==> src/rtl/d_cache_2way.sv <==
// Two-way set-associative write-back/write-allocate data cache, one-word lines, LRU replacement.
// Optional hit/miss counters when D_CACHE_STATS_EN is defined.
`ifndef D_CACHE_INDEX
`define D_CACHE_INDEX 4
`endif
module d_cache_2way #(
  parameter int A_WIDTH = 32,
  parameter int C_INDEX = `D_CACHE_INDEX
) (
  input  logic               clk,
  input  logic               rst,
  input  logic [A_WIDTH-1:0] p_a,
  input  logic [31:0]        p_dout,
  output logic [31:0]        p_din,
  input  logic               p_strobe,
  input  logic [3:0]         p_wen,
  input  logic [1:0]         p_size,
  input  logic               p_rw,
  output logic               p_ready,
  output logic [A_WIDTH-1:0] m_a,
  input  logic [31:0]        m_dout,
  output logic [31:0]        m_din,
  output logic               m_strobe,
  output logic [3:0]         m_wen,
  output logic [1:0]         m_size,
  output logic               m_rw,
`ifdef D_CACHE_STATS_EN
  output logic [31:0]        hit_cnt,
  output logic [31:0]        miss_cnt,
`endif
  input  logic               m_ready
);
  localparam int SETS  = 1 << C_INDEX;
  localparam int TAG_W = A_WIDTH - C_INDEX - 2;

  typedef enum logic [1:0] {S_IDLE, S_WB, S_RF} state_t;
  state_t state_q, state_d;

  logic [1:0][SETS-1:0] valid_q, dirty_q;
  logic [SETS-1:0]      lru_q;
  logic [TAG_W-1:0]     tag_q  [2][SETS];
  logic [31:0]          data_q [2][SETS];
  logic [A_WIDTH-1:0]   addr_q;
  logic                 victim_q;

  logic [C_INDEX-1:0] idx, idx_q;
  logic [TAG_W-1:0]   tag, tag_aq;
  logic cached, match0, match1, hit_way, lookup, hit, miss, victim;
  logic [31:0] merged;

  assign cached  = p_a[A_WIDTH-1:A_WIDTH-3] != 3'b101;
  assign idx     = p_a[C_INDEX+1:2];
  assign tag     = p_a[A_WIDTH-1:C_INDEX+2];
  assign idx_q   = addr_q[C_INDEX+1:2];
  assign tag_aq  = addr_q[A_WIDTH-1:C_INDEX+2];
  assign match0  = valid_q[0][idx] && (tag_q[0][idx] == tag);
  assign match1  = valid_q[1][idx] && (tag_q[1][idx] == tag);
  assign hit_way = ~match0;  // way0 wins on a double match
  assign lookup  = (state_q == S_IDLE) && p_strobe && cached;
  assign hit     = lookup && (match0 || match1);
  assign miss    = lookup && !(match0 || match1);
  assign victim  = !valid_q[0][idx] ? 1'b0 : (!valid_q[1][idx] ? 1'b1 : lru_q[idx]);

  always_comb begin
    merged = data_q[hit_way][idx];
    for (int b = 0; b < 4; b++)
      if (p_wen[b]) merged[b*8 +: 8] = p_dout[b*8 +: 8];
  end

  always_ff @(posedge clk or posedge rst) begin
    if (rst) state_q <= S_IDLE;
    else     state_q <= state_d;
  end

  always_comb begin
    state_d = state_q;
    case (state_q)
      S_IDLE: if (miss) state_d = dirty_q[victim][idx] ? S_WB : S_RF;
      S_WB:   if (m_ready) state_d = S_RF;
      S_RF:   if (m_ready) state_d = S_IDLE;
      default: state_d = S_IDLE;
    endcase
  end

  always_comb begin
    p_din    = data_q[hit_way][idx];
    p_ready  = 1'b0;
    m_a      = '0;
    m_din    = '0;
    m_strobe = 1'b0;
    m_wen    = 4'hF;
    m_size   = 2'd2;
    m_rw     = 1'b0;
    case (state_q)
      S_IDLE: begin
        if (p_strobe && !cached) begin
          m_a      = {3'b000, p_a[A_WIDTH-4:0]};
          m_din    = p_dout;
          m_strobe = 1'b1;
          m_wen    = p_wen;
          m_size   = p_size;
          m_rw     = p_rw;
          p_din    = m_dout;
          p_ready  = m_ready;
        end else if (hit) begin
          p_ready = 1'b1;
        end
      end
      S_WB: begin
        m_a      = {tag_q[victim_q][idx_q], idx_q, 2'b00};
        m_din    = data_q[victim_q][idx_q];
        m_strobe = 1'b1;
        m_rw     = 1'b1;
      end
      S_RF: begin
        m_a      = {addr_q[A_WIDTH-1:2], 2'b00};
        m_strobe = 1'b1;
      end
      default: ;
    endcase
  end

  // Miss context is latched so the transfer completes even if the CPU drops its request.
  always_ff @(posedge clk or posedge rst) begin
    if (rst) begin
      valid_q  <= '0;
      dirty_q  <= '0;
      lru_q    <= '0;
      addr_q   <= '0;
      victim_q <= 1'b0;
    end else begin
      if (miss) begin
        addr_q   <= p_a;
        victim_q <= victim;
      end
      if (hit) begin
        lru_q[idx] <= ~hit_way;
        if (p_rw) dirty_q[hit_way][idx] <= 1'b1;
      end
      if (state_q == S_RF && m_ready) begin
        valid_q[victim_q][idx_q] <= 1'b1;
        dirty_q[victim_q][idx_q] <= 1'b0;
        lru_q[idx_q]             <= ~victim_q;
      end
    end
  end

  always_ff @(posedge clk) begin
    if (hit && p_rw) data_q[hit_way][idx] <= merged;
    if (state_q == S_RF && m_ready) begin
      data_q[victim_q][idx_q] <= m_dout;
      tag_q[victim_q][idx_q]  <= tag_aq;
    end
  end

`ifdef D_CACHE_STATS_EN
  always_ff @(posedge clk or posedge rst) begin
    if (rst) begin
      hit_cnt  <= '0;
      miss_cnt <= '0;
    end else begin
      if (hit)  hit_cnt  <= hit_cnt + 32'd1;
      if (miss) miss_cnt <= miss_cnt + 32'd1;
    end
  end
`endif

  logic unused_ok;
  assign unused_ok = ^p_size;
endmodule

==> config.mk <==
export PLATFORM = sky130hd
export DESIGN_NAME = d_cache_2way
export DESIGN_NICKNAME = d
export VERILOG_FILES = /design/src/rtl/d_cache_2way.sv
export SDC_FILE = /design/constraint.sdc
export NUM_CORES = 2
export LEC_CHECK = 0
export BUFFER_PORTS_ARGS = -buffer_cell sky130_fd_sc_hd__buf_2
export CORE_MARGIN = 5
export CORE_UTILIZATION = 55
export DETAILED_ROUTE_END_ITERATION = 8
export PLACE_DENSITY = 0.72
export SYNTH_ARGS = -nofsm -noshare
export SYNTH_HDL_FRONTEND = slang
export SYNTH_SLANG_ARGS = --single-unit
==> constraint.sdc <==
create_clock -name clk -period 5.9 [get_ports clk]
set_input_delay 0.59 -clock clk [delete_from_list [all_inputs] [get_ports clk]]
set_output_delay 0.59 -clock clk [all_outputs]
set_load 0.03 [all_outputs]
==> out/results.env <==
STATUS='finished clean'
WORST_R2R_PATH_DEPTH=18
INITIAL_ANTENNA_VIOLATION_COUNT=16
GRT_MOST_USED_LAYER='met2'
CRIT_PATH_CELL_TRACE='mux4_2, mux2i_4, o21ai_2, buf_4, a2111o_1, nor4_4, a41o_1, buf_12, nand3_4, buf_12, buf_4, mux4_2, nand2_1, o21ai_0, o31ai_2, buf_4, o31ai_2, buf_4, buf_4'
TIMING.REG2REG.SETUP_SLACK_NS=0.68
HOLD-WORST-SLACK_NS=0.09445
SYNTH_ENABLE_FLOP_CELLS=1856
MOST-COMMON-LAYOUT-CELLS='edfxtp_1 (1,856), mux4_2 (838), buf_4 (397)'
IR_DROP_mV=0.3717
FINALNETCOUNT=5949
MAX_CAP_VIOL_COUNT=0
CRITICAL_PATH.STARTPOINT='tag_q[0][125]'
REPORT.FINAL.HOLD_VIOL_COUNT=0
TIMING_MAX_TRANSITION_VIOLATIONS_FINAL=0
FINAL_ANTENNA_NET_COUNT=0
DIE_HEIGHT_UM=423.7
MET2_USAGE_PCT=54.33
CRITICAL_PATH_END_TYPE='primary output'
YOSYSWARNINGS=0
DRIVE_ABOVE_1_SHARE_PCT=37.56
CORE.ROWCOUNT=151
WHS_PATH_DEPTH=2
GRT_MAX_DEGREE=88
YS_FF_LATCH=1969
GLOBAL_ROUTE.USAGE.MET3_PCT=11.07
HTREE_LEVELS=4
SYNTHTOLAYOUTAREAGROWTH_PCT=16.77
DESIGN.DIE.AREA_MM2=0.1795
GRT_FIRST_PASS_WIRELENGTH_MM=457.6
SYN_AREA_MM2=0.09414
CRIT_END='p_din[2]'
POST_DRT_VIA_CELL_RATIO=7.596
MIN_PATH_TYPE='primary input to register'
PIN_COUNT=212
ACHIEVABLE-FREQUENCY_GHz=0.1697
NETLIST.AREA_LEADER.SHARE_PCT=59.20
SYNTH.AREA.TOP_CELLS='edfxtp_1 (59%), mux4_2 (20%), mux2i_1 (3.7%)'
TIMING_WORST_SLEW_PIN_VALUE_NS=1.347
POWER-PER-CELL-AREA_mW_PER_MM2=410.0
WORST_R2R_ENDPOINT='data_q[0][67]'
SYNTH.LIB_CELLS_USED.DISTINCT=75
CLOCK-ROOT-BUFFER='clkbuf_16'
GRTUSAGETOTAL_PCT=35.89
CRITICAL_REGISTER_TO_REGISTER_PATH_STARTPOINT='tag_q[0][125]'
CTS.SINK_COUNT=1969
SYN-INSTANCE-COUNT=5338
START_KIND='register'
CRITICAL_PATH.MOST_COMMON_CELL='buf_4'
DETAILED_PLACE_HPWL_MM=196.3
DETAILROUTE.VIA_COUNT=62602
SHORTEST_CLOCK_PERIOD_THE_WORST_PATH_ALLOWS_AFTER_LAYOUT_NS=5.892
FLOORPLAN.INITIALDENSITY_PCT=55.43
CORE_AREA_MM2=0.1698
GP_CONGESTION=0.9198
CTS_TREE='built'
ROUTE.FINAL.WIRE_LENGTH_MM=325.3
POSTSYNTH.TOPFLOPCELL='edfxtp_1'
REPORT.FINAL.SETUP_VIOL=0
WL_PER_CELL_UM=39.47
TOTALNEGATIVESETUPSLACK_NS=0
GRT_SETUP_UNREPAIRED='true'
FIRST_GLOBAL_VIAS=62199
FLOORPLAN.DIE.WIDTH_UM=423.7
REQUIRED_TIME_WORST_ENDPOINT_NS=5.31
LAYOUT_COMMONEST_CELL='edfxtp_1'
SYNTHESIS.NETS=5449
TOTAL_OF_FILL_CELLS_IN_THE_FINISHED_DESIGN=11288
TIMING.CLOCK.SKEW_NS=0.05810
SYNTH_AREA_LEADER_CELL='edfxtp_1'
TIMING.FINAL.CRIT_SHARE_PCT=99.86
PRE_REPAIR_DR_ITERATION_COUNT=8
CTS-BUFFERS-INSERTED=199
CLKSLEWWORSTSETUPHOLDPATHS_NS=0.06
SYNTH_SEQ_AREA_SHARE_PCT=62.21
WORSTPATHMAXFANOUT=11
MAX-CLOCK-PATH-BUFFERS=3
PORT_BUFFERS=211
SLOWEST_STAGE_CELL_CP='mux4_2'
STATIC_LEAKAGE_POWER_nW=38.13
SYNTHARSTFLOPSHARE_PCT=5.739
OVERFLOW=0
CLK_LATENCY_WORST_SKEW_PAIR_NS=0.88
GRT_UTIL_MET1_PCT=46.29
DATA_ARRIVAL_CRITICAL_PATH_NS=5.30
HEADROOM_TO_THE_MAX_SLEW_LIMIT_PCT=9.993
PATH_CLASS='register to primary output'
MEAN_CELL_AREA_OF_THE_MAPPED_NETLIST_UM2=17.64
DRT-INITIAL-DRC-COUNT=10432
CRIT_PATH_LARGEST_CELL_DELAY_NS=0.51
DRC_ERRORS=0
-- per-stage QoR --
step	setup WS (ns)	cell area [um^2]	utilization, %	total power, mW	std cells
3_5_place_dp	-0.4445	102300	60.22	32.13	7821
5_1_grt	-0.1067	109900	64.71	46.31	8234
4_1_cts	0.003425	109200	64.29	44.78	8207
3_3_place_gp	-0.3499	102300	60.22	31.90	7821
2_1_floorplan	0.1250	94140	-	27.06	5338
6_report	0.008379	109900	64.72	45.07	8241
-- what timing repair did --
item                                   in CTS  in global routing
endpoints found under the hold margin      77                  0
buffers inserted                            7                 27
cloned                                      3                  1
resized for setup                          19                132
setup endpoints to repair                  28                 30
pin swaps                                   5                 35
hold buffers                                1                  0
-- kinds of logic (layout without fill, tap and decap cells) --
kind of cell / count (synthesis) / count (layout) / synth area share [%]
flops: 1969 / 1969 / 62.21
mux: 1302 / 1302 / 25.13
compound gates: 830 / 830 / 6.004
simple gates: 701 / 701 / 3.725
buf+inv: 472 / 1146 / 2.321
xor+xnor: 60 / 60 / 0.5582
fa+ha+maj: 4 / 4 / 0.05317
other cells: 0 / 11 / 0
-- metal layers --
metal	vias up	wire, um
met1	31834	106000
met3	1294	48700
met4	12	24000
met5	-	80
li1	23610	-
met2	5852	146500
-- report_power, final --
part | total (mW) | leakage [nW] | switching (mW) | internal [mW]
Combinational | 13.4 | 16.7 | 7.43 | 5.94
Clock | 12.8 | 3.24 | 5.57 | 7.27
Sequential | 18.8 | 18.2 | 1.37 | 17.5
Total | 45.1 | 38.1 | 14.4 | 30.7
-- cell usage after synthesis, types with 31 or more instances --
master,number
mux4_2,838
mux2_2,113
mux2i_1,351
a21oi_1,212
o31ai_1,97
buf_4,38
xnor2_1,48
and3_1,156
or2_2,52
nor2_1,137
a22o_1,43
a41oi_1,49
dfrtp_1,113
a311oi_1,41
o211ai_1,80
edfxtp_1,1856
buf_2,54
o22ai_1,99
buf_1,68
o21ai_0,42
a31oi_1,31
clkbuf_1,265
nand2_1,218
-- layout make-up --
class                   count  area [um^2]  area share (%)
flip-flops and latches   1969        58580           53.29
multi-input cells        2897        34620           31.49
diodes                     11        27.53         0.02504
repair buffers            751         7216           6.564
clock buffers             258         5341           4.859
well taps                2218         2775           2.525
clock inverters           117         1285           1.169
inverters                  20        83.83         0.07626
-- worst min path at each step --
stage / startpoint / to / slack [ns]
2_1_floorplan: valid_q[10] / valid_q[10] / 0.43
3_3_place_gp: valid_q[31] / valid_q[31] / 0.44
3_5_place_dp: valid_q[30] / valid_q[30] / 0.45
4_1_cts: p_a[10] / addr_q[10] / 0.05
5_1_grt: p_a[10] / addr_q[10] / 0.09
6_report: p_a[10] / addr_q[10] / 0.09
-- critical path, delay by kind of cell, from the launching register on --
kind	cells	cell delay [ns]
AO/OA/AOI/OAI	6	1.15
buffers and inverters	7	1.22
multiplexers	3	1.19
AND/OR/NAND/NOR	3	0.50
flip-flops	1	0.39
-- state kept, by name (all words and copies together) (netlist names) --
name and flops:
data_q 1024, tag_q 832, dirty_q 32, valid_q 32, addr_q 30, lru_q 16, state_q 2, victim_q 1
No activity file was read; power rests on OpenSTA's default activity.
